### src/rtl/arb_pkg.sv
// Shared arbiter types and helpers.
// Helpers work on a wide vector so any N up to MAXN can reuse them.
package arb_pkg;

   localparam int MAXN = 64;

   typedef logic [MAXN-1:0] vec_t;

   typedef enum logic {
      IDLE  = 1'b0,
      GRANT = 1'b1
   } state_t;

   function automatic int unsigned onehot_to_bin(input vec_t v);
      int unsigned r;
      r = 0;
      for (int i = 0; i < MAXN; i++) begin
         if (v[i]) r = r | i;
      end
      return r;
   endfunction

   // Rotate a one-hot left by one within the low n bits, wrapping n-1 -> 0.
   function automatic vec_t rotl1(input vec_t v, input int unsigned n);
      vec_t m;
      m = (vec_t'(1) << n) - vec_t'(1);
      return ((v << 1) | (v >> (n - 1))) & m;
   endfunction

endpackage

### src/rtl/rr_pick.sv
// Combinational round-robin pick: first request at or after ptr.
// Double-width masked priority encode handles the wrap.
module rr_pick #(
   parameter int N = 4
) (
   input  logic [N-1:0] req,
   input  logic [N-1:0] ptr,
   output logic [N-1:0] winner
);

   logic [2*N-1:0] dbl;
   logic [2*N-1:0] iso;

   // Low half keeps bits at/after ptr; high half is the wrapped copy.
   always_comb begin
      dbl    = {req, req & ~(ptr - N'(1))};
      iso    = dbl & (~dbl + (2*N)'(1));
      winner = iso[N-1:0] | iso[2*N-1:N];
   end

endmodule

### src/rtl/ring_rr_arbiter.sv
// Round-robin arbiter with rotating one-hot pointer,
// done/req-drop release and optional hold-time limit.
module ring_rr_arbiter
   import arb_pkg::*;
#(
   parameter int N        = 4,
   parameter int MAX_HOLD = 16,
   localparam int IDW     = (N > 1) ? $clog2(N) : 1,
   localparam int HCW     = (MAX_HOLD > 0) ? $clog2(MAX_HOLD + 1) : 1
) (
   input  logic           clk,
   input  logic           rst,
   input  logic [N-1:0]   req,
   input  logic [N-1:0]   done,
   output logic [N-1:0]   gnt,
   output logic           gnt_valid,
   output logic [IDW-1:0] gnt_id,
   output logic           timeout
);

   localparam int            LIMI = (MAX_HOLD == 0) ? 0 : MAX_HOLD - 1;
   localparam logic [HCW-1:0] LIM = HCW'(LIMI);
   localparam bit            HAS_LIM = (MAX_HOLD != 0);

   state_t         state, state_n;
   logic [N-1:0]   ptr, ptr_n;
   logic [N-1:0]   win;
   logic [N-1:0]   gnt_n;
   logic [IDW-1:0] id_n;
   logic [HCW-1:0] hold_cnt, cnt_n;
   logic           to_n;
   logic           rel_done, rel_drop, rel_lim;

   rr_pick #(.N(N)) u_pick (
      .req    (req),
      .ptr    (ptr),
      .winner (win)
   );

   // Only the owner's done/req bits matter; gnt masks the rest.
   always_comb begin
      rel_done = |(done & gnt);
      rel_drop = ~|(req & gnt);
      rel_lim  = HAS_LIM && (hold_cnt == LIM);
   end

   // Next-state, pointer, hold counter and output decode.
   always_comb begin
      state_n = state;
      gnt_n   = gnt;
      id_n    = gnt_id;
      ptr_n   = ptr;
      cnt_n   = hold_cnt;
      to_n    = 1'b0;
      unique case (state)
         IDLE: begin
            if (|req) begin
               gnt_n   = win;
               id_n    = IDW'(onehot_to_bin(vec_t'(win)));
               cnt_n   = '0;
               state_n = GRANT;
            end
         end
         GRANT: begin
            if (rel_done || rel_drop || rel_lim) begin
               gnt_n   = '0;
               id_n    = '0;
               ptr_n   = N'(rotl1(vec_t'(gnt), N));
               cnt_n   = '0;
               to_n    = rel_lim && !rel_done && !rel_drop;
               state_n = IDLE;
            end else if (HAS_LIM && hold_cnt != LIM) begin
               cnt_n = hold_cnt + HCW'(1);
            end
         end
      endcase
   end

   // State and registered outputs; reset clears a grant instantly.
   always_ff @(posedge clk or posedge rst) begin
      if (rst) begin
         state     <= IDLE;
         ptr       <= N'(1);
         hold_cnt  <= '0;
         gnt       <= '0;
         gnt_valid <= 1'b0;
         gnt_id    <= '0;
         timeout   <= 1'b0;
      end else begin
         state     <= state_n;
         ptr       <= ptr_n;
         hold_cnt  <= cnt_n;
         gnt       <= gnt_n;
         gnt_valid <= |gnt_n;
         gnt_id    <= id_n;
         timeout   <= to_n;
      end
   end

endmodule

### config.mk
export PLATFORM = sky130hd
export DESIGN_NAME = ring_rr_arbiter
export DESIGN_NICKNAME = d
export VERILOG_FILES = /design/src/rtl/arb_pkg.sv /design/src/rtl/rr_pick.sv /design/src/rtl/ring_rr_arbiter.sv
export SDC_FILE = /design/constraint.sdc
export NUM_CORES = 1
export LEC_CHECK = 0
export ABC_AREA = 1
export ABC_CLOCK_PERIOD_IN_PS = 2800
export BUFFER_PORTS_ARGS = -buffer_cell sky130_fd_sc_hd__buf_2
export CORE_MARGIN = 2
export CORE_UTILIZATION = 48
export CTS_CLUSTER_SIZE = 10
export DETAILED_ROUTE_END_ITERATION = 12
export PLACE_DENSITY = 0.8
export SKIP_LAST_GASP = 1
export SYNTH_ARGS = -nofsm -noshare
export SYNTH_HDL_FRONTEND = slang
export SYNTH_SLANG_ARGS = --single-unit
### constraint.sdc
create_clock -name clk -period 2.8 [get_ports clk]
set_input_delay 0.84 -clock clk [delete_from_list [all_inputs] [get_ports clk]]
set_output_delay 0.84 -clock clk [all_outputs]
set_load 0.01 [all_outputs]
==> metrics.md, run 1 <==
| Metric | Value |
|---|---|
| Outcome | `finished, final reports clean` |
| Ports | `18` |
| Hold Buf Count CTS | `0` |
| Ordered list of cells on the worst path | `buf_2` |
| Mapped Area | `0.001032 mm²` |
| Htree depth | `1` |
| Worst skew pair latency | `0.30 ns` |
| Routed via count | `917` |
| CTS tree | `yes` |
| Starting Density | `0.5156` |
| Cell Pwr Density | `942.7 mW/mm²` |
| First-pass GRT wire length | `3760 µm` |
| WP data required | `1.96 ns` |
| Sequential area share after synthesis | `0.4376` |
| Antenna-violating nets left | `0` |
| Num CTS Buffers | `3` |
| Xor-xnor portion of the synthesized cell area | `0.01697` |
| Synth top cells by count | `nand2_1 (41), dfrtp_1 (17), inv_1 (16)` |
| Worst Path Max Fanout | `5` |
| CP max stage delay | `0.46 ns` |
| Min cycle time layout | `1.760 ns` |
| Row cnt | `16` |
| CP top delay family | `flip-flops` |
| # diodes | `0` |
| Slew Viols, Final | `0` |
| Peak VDD IR | `0.0006040 V` |
| Worst hold path type | `flip-flop to flip-flop` |
| Final Setup Violations | `0` |
| Clock buffer depth | `2` |
| Largest cells by area after synthesis | `dfrtp_1 (41%), nand2_1 (15%), nand2_2 (6.1%)` |
| DRT iter0 DRCs | `14` |
| Worst Tran Pin Value | `0.6659 ns` |
| Main combinational cell family by area after synthesis | `simple AND/OR/NAND/NOR gates` |
| Critical Path Source Type | `flip-flop` |
| CP Data Arrival Time | `0.92 ns` |
| Maxcap violations | `0` |
| Routed WL per cell | `11.54 µm` |
| Clock root cell | `clkbuf_4` |
| Synth async-reset ratio | `1.000` |
| Setup crit end kind | `primary output` |
| Syn avg cell area | `7.646 µm²` |
| Syn Nets | `148` |
| #FFs+latches synth | `18` |
| Synth warnings | `0` |
| Clock Skews | `0.003735 ns` |
| Vias in the first global route | `887` |
| Place WS | `0.9421 ns` |
| Layout Utilization | `0.5906` |
| Post-Synth Simple-Gate Area | `0.3927` |
| Fin crit share | `0.6287` |
| Routed WL | `2101 µm` |
| Synth area leader | `dfrtp_1` |
| Post-CTS Setup Bufs | `0` |
| DRT Pass-1 Iters | `6` |
| Core footprint | `0.002002 mm²` |
| Total GRT Usage | `0.1946` |
| Synth cell types | `24` |
| Post-synth top flop | `dfrtp_1` |
| RSZ-0062 raised after global routing | `false` |
| Slowest-stage cell, CP | `dfrtp_1` |
| Clock slew at reported path FFs | `0.10 ns` |
| Via density | `5.038` |
| # clock sinks | `18` |
| Compound-cell area share of the yosys netlist | `0.04000` |
| Crit path kind | `flip-flop to primary output` |
| Die W | `50.38 µm` |
| Syn-to-layout area delta | `14.55%` |
| Aggregate global routing overflow | `0` |
| Min Hold Slack | `0.4978 ns` |
| Cell leakage power | `0.6599 nW` |
| Input/output buffers | `17` |
| Post-DP HPWL | `1681 µm` |
| CP bufs+invs | `1` |
| Setup slack after layout | `1.040 ns` |
| Area of the die | `0.002538 mm²` |
| Pin count of the biggest net entering global routing | `19` |
| Fin Setup TNS | `0 ns` |
| Placer Congestion | `0.7948` |
| Antenna violations before repair | `0` |
| Fin nets | `169` |
| Post-synthesis cell count | `135` |
| Synth Area in Adders | `0.03636` |
| Fill count | `187` |
| Max frequency | `0.5681 GHz` |
| Hold Vio Cnt, Final | `0` |
| Yosys top cell area share | `0.4121` |
| DRC violations left | `0` |
| Mux share of post-synthesis cell area | `0` |
| Share of cells above drive strength 1 | `0.2710` |
| Die height | `50.38 µm` |
| Slew headroom | `0.5556` |
| EDFF count, synth | `0` |
| Post-cts gate resize count | `0` |
| Top-count cell post-synth | `nand2_1` |
==> flip-flops by register name (all words and copies together), names as in the netlist <==
name       cells
ptr            4
gnt            4
gnt_id         2
state          1
hold_cnt       5
gnt_valid      1
timeout        1
==> placed cells by master, fill, tap and decap left out <==
master / count
nor2_2: 2
nor2_4: 1
nor3b_1: 1
inv_2: 2
and3_1: 1
nand2_2: 10
nand4_2: 1
inv_4: 1
xnor2_1: 1
nor2_1: 12
nand3_2: 2
nand2_1: 41
o21ai_0: 5
clkbuf_4: 3
ha_1: 3
buf_2: 17
nand3_1: 10
nand4_1: 2
nand2_4: 1
clkbuf_8: 1
dfstp_2: 1
a21oi_1: 2
inv_1: 16
xor2_1: 1
dfrtp_1: 17
o22ai_1: 1
==> path summary, 6_finish.rpt <==
| check | slack (ns) | startpoint | cells after the start | to |
|---|---|---|---|---|
| max | 1.04 | gnt[3] | 1 | gnt[3] |
| min | 0.50 | gnt_id[1] | 2 | gnt_id[1] |
| max reg2reg | 1.08 | ptr[0] | 13 | gnt_valid |
| min reg2reg | 0.50 | gnt_id[1] | 2 | gnt_id[1] |
| max in group asynchronous | 1.76 | rst | 2 | hold_cnt[2] |
| min in group asynchronous | 0.62 | rst | 2 | gnt[0] |
==> report_power, final <==
part           total, W  internal (W)  leakage [nW]  switching (W)
Sequential     0.000409      0.000337         0.236      0.0000718
Combinational  0.000546      0.000196         0.403       0.000351
Clock          0.000160     0.0000793        0.0210      0.0000807
Total           0.00111      0.000612         0.660       0.000503
==> per-stage QoR <==
stage               total power, W  instances  cell area (µm²)
floorplan                0.0008265        135             1032
finish                    0.001115        182             1182
CTS                       0.001124        182             1182
global placement         0.0009392        178             1146
detailed placement       0.0009606        178             1146
global route              0.001221        182             1182
==> area by class of cell <==
| type | instances | area [µm²] | area share |
|---|---|---|---|
| Multi-Input combinational cell | 97 | 501.7 | 0.4243 |
| Clock buffer | 4 | 36.28 | 0.03069 |
| Inverter | 19 | 73.82 | 0.06243 |
| Sequential cell | 18 | 451.7 | 0.3820 |
| Timing Repair Buffer | 17 | 85.08 | 0.07196 |
| Tap cell | 27 | 33.78 | 0.02857 |
==> per-layer routing <==
layer  vias up  GRT usage  share of wire
met5         -          0              0
met4         0    0.06757         0.0081
met3         2    0.03571          0.036
met2        21     0.3246           0.47
met1       432     0.2529           0.48
li1        462          -              -
==> cells by family (layout without fill, tap and decap cells) <==
logic type / after synthesis / after routing
and+or+nand+nor: 84 / 84
buffers and inverters: 20 / 40
DFF: 18 / 18
AOI/OAI and AO/OA: 8 / 8
adders and majority gates: 3 / 3
xor gates and xnor gates: 2 / 2
Power figures use the tool's default switching activity.
==> inputs of run 2 (changes only) <==
--- a/config.mk
+++ b/config.mk
@@ -6,13 +6,13 @@
 export NUM_CORES = 1
 export LEC_CHECK = 0
 export ABC_AREA = 1
-export ABC_CLOCK_PERIOD_IN_PS = 2800
+export ABC_CLOCK_PERIOD_IN_PS = 1600
 export BUFFER_PORTS_ARGS = -buffer_cell sky130_fd_sc_hd__buf_2
 export CORE_MARGIN = 2
 export CORE_UTILIZATION = 48
 export CTS_CLUSTER_SIZE = 10
 export DETAILED_ROUTE_END_ITERATION = 12
-export PLACE_DENSITY = 0.8
+export PLACE_DENSITY = 0.83
 export SKIP_LAST_GASP = 1
 export SYNTH_ARGS = -nofsm -noshare
 export SYNTH_HDL_FRONTEND = slang
==> constraint.sdc (replaced) <==
create_clock -name clk -period 1.6 [get_ports clk]
set_input_delay 0.48 -clock clk [delete_from_list [all_inputs] [get_ports clk]]
set_output_delay 0.48 -clock clk [all_outputs]
set_load 0.01 [all_outputs]
==> run 2 against run 1 <==
- clock-buffer cell count stayed put
- via count is 8.6% higher
- non-clock buffer count is 9 higher
- power is 100% higher
- cell area is 13% higher
- global-route usage is 0.76 points higher
- critical path depth is 12 higher
- die area stayed put
- wire length is 14% higher
- combinational power is 130% higher
- the flow now finishes with violations (setup timing)
- clock skew is 0.0043 ns higher
==> metrics.md, run 2 (synthesis results as in run 1) <==
| Metric | Value |
|---|---|
| Syn-to-layout area delta | `28.97%` |
| CP max stage delay | `0.55 ns (+0.09 ns)` |
| Starting Density | `0.5156 (unchanged)` |
| Maxcap violations | `0 (unchanged)` |
| Cell leakage power | `0.7192 nW (+9.0%)` |
| # diodes | `0 (unchanged)` |
| Multi-input logic area | `573.1 µm² (+14%)` |
| Clock Skews | `0.008053 ns (+0.004318 ns)` |
| CP top delay family | `simple AND/OR/NAND/NOR gates` |
| Slew Viols, Final | `0 (unchanged)` |
| Die W | `50.38 µm (unchanged)` |
| Row cnt | `16 (unchanged)` |
| Fin Setup TNS | `-0.02400 ns (-0.02400 ns)` |
| Placed insts | `183 (+2.8%)` |
| Total GRT Usage | `0.2022 (+0.007611)` |
| Routed via count | `996 (+8.6%)` |
| Commonest non-fill, non-tap cell in the layout | `nand2_1` |
| First-pass GRT wire length | `3946 µm (+4.9%)` |
| Core footprint | `0.002002 mm² (unchanged)` |
| Comb pwr share | `0.553 (+0.063)` |
| Setup slack after layout | `-0.02400 ns (-1.064 ns)` |
| Antenna violations before repair | `0 (unchanged)` |
| Vias in the first global route | `964 (+8.7%)` |
| Fin cells | `192 (+5.5%)` |
| Most frequent CP cell | `nand2_1` |
| Peak VDD IR | `0.001029 V (+70%)` |
| Fill count | `160 (-14%)` |
| Clock root cell | `clkbuf_4` |
| Worst Tran Pin Value | `0.3950 ns (-0.2709 ns)` |
| Num CTS Buffers | `3 (unchanged)` |
| Clock slew at reported path FFs | `0.11 ns (about the same)` |
| Crit path kind | `flip-flop to flip-flop` |
| Fin nets | `179 (+5.9%)` |
| Post-DP HPWL | `1734 µm (+3.1%)` |
| # clock sinks | `18 (unchanged)` |
| Input/output buffers | `17 (unchanged)` |
| Biggest register | `hold_cnt` |
| Routed WL per cell | `12.50 µm (+8.3%)` |
| WP data required | `1.79 ns (-0.17 ns)` |
| Register area | `451.7 µm² (unchanged)` |
| Area of the die | `0.002538 mm² (unchanged)` |
| Ports | `18 (unchanged)` |
| DRT Pass-1 Iters | `4 (-2)` |
| Fin crit share | `1.015` |
| CP Data Arrival Time | `1.81 ns (+0.89 ns)` |
| Flop pwr share | `0.321 (-0.046)` |
| Slew headroom | `0.7367 (+0.1811)` |
| Clock buffer depth | `2 (unchanged)` |
| Psw | `0.001021 W (+100%)` |
| Via density | `5.188 (+3.0%)` |
| Min cycle time layout | `1.624 ns` |
| FF-to-FF path depth | `13 (unchanged)` |
| Registers with the most flip-flops | `hold_cnt: 5 flops, gnt: 4 flops, ptr: 4 flops` |
| Hold Vio Cnt, Final | `0 (unchanged)` |
| Place WS | `-0.07845 ns (-1.021 ns)` |
| Share of cells above drive strength 1 | `0.3758 (+0.1048)` |
| Slowest-stage cell, CP | `dfstp_2` |
| Most frequent cells in the layout | `nand2_1 (40), dfrtp_1 (17), buf_2 (17), inv_1 (14), nor2_1 (10)` |
| RSZ-0062 raised after global routing | `true` |
| Worst Path Max Fanout | `3 (-2)` |
| Failing checks | `setup timing` |
| DRC violations left | `0 (unchanged)` |
| Pin count of the biggest net entering global routing | `19 (unchanged)` |
| Critical Path Source Type | `flip-flop` |
| Ordered list of cells on the worst path | `inv_2, ha_4, nand2_4, nand2_4, inv_2, nand2_1, inv_1, nand2_1, nand2_1, nand2_2, nand2_2, nor2_2, nand2_1` |
| Setup crit end kind | `flip-flop` |
| Aggregate global routing overflow | `0 (unchanged)` |
| Cell Pwr Density | `1678 mW/mm² (+78%)` |
| Final Setup Violations | `1 (+1)` |
| CP bufs+invs | `3 (+2)` |
| CTS tree | `yes` |
| Die height | `50.38 µm (unchanged)` |
| Routed WL | `2400 µm (+14%)` |
| DRT iter0 DRCs | `29 (+15)` |
| Placer Congestion | `0.8768 (+10%)` |
| Outcome | `finished, violations left` |
| Largest register FFs | `5 (unchanged)` |
| Sw Ratio | `0.4567 (+0.005447)` |
| Antenna-violating nets left | `0 (unchanged)` |
| Worst hold path type | `primary input to asynchronous set/reset pin` |
| Worst skew pair latency | `0.29 ns (about the same)` |
| Stages on the worst setup path | `13 (+12)` |
| Htree depth | `1 (unchanged)` |
| Hold Buf Count CTS | `0 (unchanged)` |
| Max frequency | `0.6158 GHz` |
| Int Pwr | `0.001214 W (+98%)` |
| Clk pwr share | `0.126 (-0.018)` |
## run 2: area by class of cell
| cell class | instances | share of cell area |
|---|---|---|
| well taps | 27 | 0.02538 |
| flip-flops and latches | 18 | 0.3393 |
| repair inverters | 1 | 0.003759 |
| multi-input cells | 97 | 0.4305 |
| inverters | 19 | 0.05921 |
| clock buffers | 4 | 0.02726 |
| repair buffers | 26 | 0.1147 |
## run 2: worst reg2reg max path, delay by kind of cell (launching register included)
| kind | cells | cell delay, ns |
|---|---|---|
| and+or+nand+nor | 9 | 0.56 |
| DFF | 1 | 0.55 |
| adders and majority gates | 1 | 0.27 |
| buffers and inverters | 3 | 0.13 |
## run 2: layer usage
metal | GRT usage | wire (µm)
met5 | 0 | 0
met2 | 0.3531 | 1174
met3 | 0.03571 | 149
met4 | 0.07207 | 38
met1 | 0.2495 | 1038
## run 2: path summary, 6_finish.rpt
check	from	end	slack, ns
hold / removal	rst	gnt_id[0]	0.17
setup / recovery	ptr[0]	gnt_valid	-0.02
setup reg to reg	ptr[0]	gnt_valid	-0.02
min in group clk	gnt_id[1]	gnt_id[1]	0.50
max in group asynchronous	rst	ptr[0]	1.18
hold reg to reg	gnt_id[1]	gnt_id[1]	0.50
## run 2: timing repair
action | 4_1_cts | 5_1_grt
gates cloned | 0 | 1
pin swaps | 4 | 3
gates resized for setup | 7 | 11
setup endpoints to repair | 4 | 11
buffers inserted | 2 | 2
hold endpoints to repair | 0 | 0
## run 2: power by group through the flow
stage                     Combinational (W)  Sequential, W  Clock [W]
after global routing                0.00136       0.000734   0.000313
after CTS                           0.00112       0.000703   0.000292
final                               0.00124       0.000717   0.000282
after floorplan                    0.000749       0.000697          0
after detailed placement            0.00102       0.000714          0
after global placement             0.000973       0.000708          0
## run 2: per-stage QoR
| stage | hold WS (ns) | util | total power, W | instance area [µm²] |
|---|---|---|---|---|
| 5_1_grt | 0.1938 | 0.6650 | 0.002403 | 1331 |
| 3_3_place_gp | 0.4726 | 0.5913 | 0.001681 | 1184 |
| 2_1_floorplan | 0.4178 | - | 0.001446 | 1032 |
| 6_report | 0.1695 | 0.6650 | 0.002234 | 1331 |
| 4_1_cts | 0.1741 | 0.6294 | 0.002116 | 1260 |
| 3_5_place_dp | 0.4708 | 0.5913 | 0.001737 | 1184 |
==> inputs of run 3 (changes only) <==
--- a/config.mk
+++ b/config.mk
@@ -12,6 +12,7 @@
 export CORE_UTILIZATION = 48
 export CTS_CLUSTER_SIZE = 10
 export DETAILED_ROUTE_END_ITERATION = 12
+export GPL_TIMING_DRIVEN = 0
 export PLACE_DENSITY = 0.83
 export SKIP_LAST_GASP = 1
 export SYNTH_ARGS = -nofsm -noshare
==> run 3 against run 2 <==
- the run still ends with setup timing left
- clock skew rose by 0.0028 ns
- sequential share of layout area did not move
- register-to-register slack barely moved
- cell count rose by 0.52%
- hold slack improved by 0.094 ns
- critical path depth did not move
- die area did not move
- clock-buffer cell count did not move
- via count rose by 0.20%
- first-iteration DRC count fell by 6.9%
- power rose by 4.8%
==> metrics.md, run 3 (synthesis results as in run 1) <==
| Metric | Value |
|---|---|
| Outcome | `finished, violations left` |
| Failing checks | `setup timing` |
| Worst Tran Pin Value | `0.6937 ns (+0.2987 ns)` |
| Routed via count | `998 (+0.20%)` |
| WP data required | `1.79 ns (about the same)` |
| Commonest non-fill, non-tap cell in the layout | `nand2_1` |
| Comb pwr share | `0.586 (+0.033)` |
| Peak VDD IR | `0.001111 V (+8.0%)` |
| Worst skew pair latency | `0.30 ns (about the same)` |
| Post-DP HPWL | `1672 µm (-3.6%)` |
| Cell Pwr Density | `1759 mW/mm² (+4.8%)` |
| DRT iter0 DRCs | `27 (-6.9%)` |
| Crit path kind | `flip-flop to flip-flop` |
| Layer with the highest usage | `met2` |
| Critical Path Source Type | `flip-flop` |
| Clk pwr share | `0.121 (-0.005)` |
| Slew headroom | `0.5370 (-0.1997)` |
| # clock sinks | `18 (unchanged)` |
| Routed WL | `2426 µm (+1.1%)` |
| Min cycle time layout | `1.623 ns (-0.0009917 ns)` |
| Htree depth | `1 (unchanged)` |
| DRT Pass-1 Iters | `4 (unchanged)` |
| Cell leakage power | `0.7238 nW (+0.64%)` |
| Maxcap violations | `0 (unchanged)` |
| Hold Vio Cnt, Final | `0 (unchanged)` |
| Fin nets | `180 (+0.56%)` |
| Starting Density | `0.5156 (unchanged)` |
| Vias in the first global route | `947 (-1.8%)` |
| Setup crit end kind | `flip-flop` |
| Sw Ratio | `0.4469 (-0.009828)` |
| Antenna-violating nets left | `0 (unchanged)` |
| Max frequency | `0.6161 GHz (about the same)` |
| DRC violations left | `0 (unchanged)` |
| Row cnt | `16 (unchanged)` |
| Placed insts | `179 (-2.2%)` |
| Fin cells | `193 (+0.52%)` |
| Clock slew at reported path FFs | `0.11 ns (about the same)` |
| Share of cells above drive strength 1 | `0.4096 (+0.03388)` |
| R2r setup slk | `-0.02 ns (about the same)` |
| Pin count of the biggest net entering global routing | `19 (unchanged)` |
| Registers with the most flip-flops | `hold_cnt: 5 flops, gnt: 4 flops, ptr: 4 flops` |
| Fin crit share | `1.014 (about the same)` |
| Routed WL per cell | `12.57 µm (+0.56%)` |
| Slew Viols, Final | `0 (unchanged)` |
| Total Power | `0.002341 W (+4.8%)` |
| Antenna violations before repair | `0 (unchanged)` |
| Aggregate global routing overflow | `0 (unchanged)` |
| Worst hold path type | `primary input to asynchronous set/reset pin` |
| Num CTS Buffers | `3 (unchanged)` |
| Input/output buffers | `17 (unchanged)` |
| GR Layer Usage met1 | `0.2625 (+0.01303)` |
| Clock Skews | `0.01085 ns (+0.002802 ns)` |
| Clock root cell | `clkbuf_4` |
| Largest register FFs | `5 (unchanged)` |
| Placer Congestion | `0.8613 (-1.8%)` |
| Die height | `50.38 µm (unchanged)` |
| Global Route met3 Usage | `0.06548 (+0.02976)` |
| GR Util met2 | `0.3575 (+0.004386)` |
| Int Pwr | `0.001295 W (+6.7%)` |
| RSZ-0062 raised after global routing | `true` |
| Syn-to-layout area delta | `28.97% (unchanged)` |
| Final Setup Violations | `4 (+3)` |
| First-pass GRT wire length | `4029 µm (+2.1%)` |
| Psw | `0.001046 W (+2.5%)` |
| Biggest register | `hold_cnt` |
| Die W | `50.38 µm (unchanged)` |
| # diodes | `0 (unchanged)` |
| Total GRT Usage | `0.2122 (+0.01004)` |
| Worst Path Max Fanout | `2 (-1)` |
| Ports | `18 (unchanged)` |
| Clock buffer depth | `2 (unchanged)` |
| Critical R2R Launch | `ptr[0]` |
| Flop pwr share | `0.293 (-0.028)` |
| Core footprint | `0.002002 mm² (unchanged)` |
| Beginning of the critical path | `ptr[0]` |
| CP Data Arrival Time | `1.81 ns (about the same)` |
| Most frequent cells in the layout | `nand2_1 (35), buf_2 (18), dfrtp_1 (17), nand2_2 (14), inv_1 (13)` |
| Area of the die | `0.002538 mm² (unchanged)` |
| Setup slack after layout | `-0.02301 ns (+0.0009917 ns)` |
| CTS tree | `yes` |
| Via density | `5.171 (-0.32%)` |
## run 3: layout make-up
type                       instances  area (µm²)
fill                             165       670.6
multi-input combinational         97       561.8
sequential                        18       451.7
timing repair buffer              27       163.9
inverter                          19       78.83
clock buffer                       4       36.28
tap                               27       33.78
buffer                             1       5.005
## run 3: metal layers
| layer | vias to the layer above | routed length, µm |
|---|---|---|
| met5 | - | 0 |
| met4 | 0 | 25 |
| met3 | 4 | 177 |
| met2 | 42 | 1144 |
| met1 | 467 | 1078 |
| li1 | 485 | - |
## run 3: critical path, cell delays in order, from the launching register on
cell and delay [ns]:
dfstp_2 0.57, inv_4 0.05, ha_4 0.27, nand2_4 0.05
nand2_4 0.07, inv_2 0.04, nand2_2 0.06, inv_2 0.05
nand2_2 0.05, nand2_2 0.05, nand2_2 0.07, nand2_2 0.06
nor2_2 0.07, nand2_1 0.06
## run 3: through the flow
stage | worst slack, ns | hold WS, ns | area [µm²] | utilization | setup TNS (ns)
after CTS | -0.04471 | 0.2887 | 1275 | 0.6369 | -0.05099
final | -0.02301 | 0.2633 | 1331 | 0.6650 | -0.05360
after floorplan | 0.02928 | 0.4178 | 1032 | - | 0
after global placement | -0.08876 | 0.4663 | 1151 | 0.5750 | -0.1447
after detailed placement | -0.1572 | 0.4789 | 1151 | 0.5750 | -0.4301
after global routing | -0.1163 | 0.3289 | 1331 | 0.6650 | -0.3790
## run 3: repair_timing
action,4_1_cts,5_1_grt
pin swaps,8,13
endpoints found under the setup margin,10,12
resized for setup,8,15
hold buffers,0,0
setup buffers,8,3
## run 3: power by group through the flow
stage / clock (W) / combinational (W) / sequential [W]
floorplan: 0 / 0.000749 / 0.000697
global placement: 0 / 0.000963 / 0.000683
detailed placement: 0 / 0.00100 / 0.000694
CTS: 0.000288 / 0.00119 / 0.000683
global route: 0.000312 / 0.00151 / 0.000704
finish: 0.000283 / 0.00137 / 0.000686
## run 3: worst paths after layout
path | depth (start not counted) | end
setup / recovery | 13 | gnt_valid
hold / removal | 2 | hold_cnt[0]
setup reg to reg | 13 | gnt_valid
hold reg to reg | 2 | gnt_id[1]
max in group asynchronous | 2 | gnt_id[0]
min in group clk | 2 | gnt_id[1]
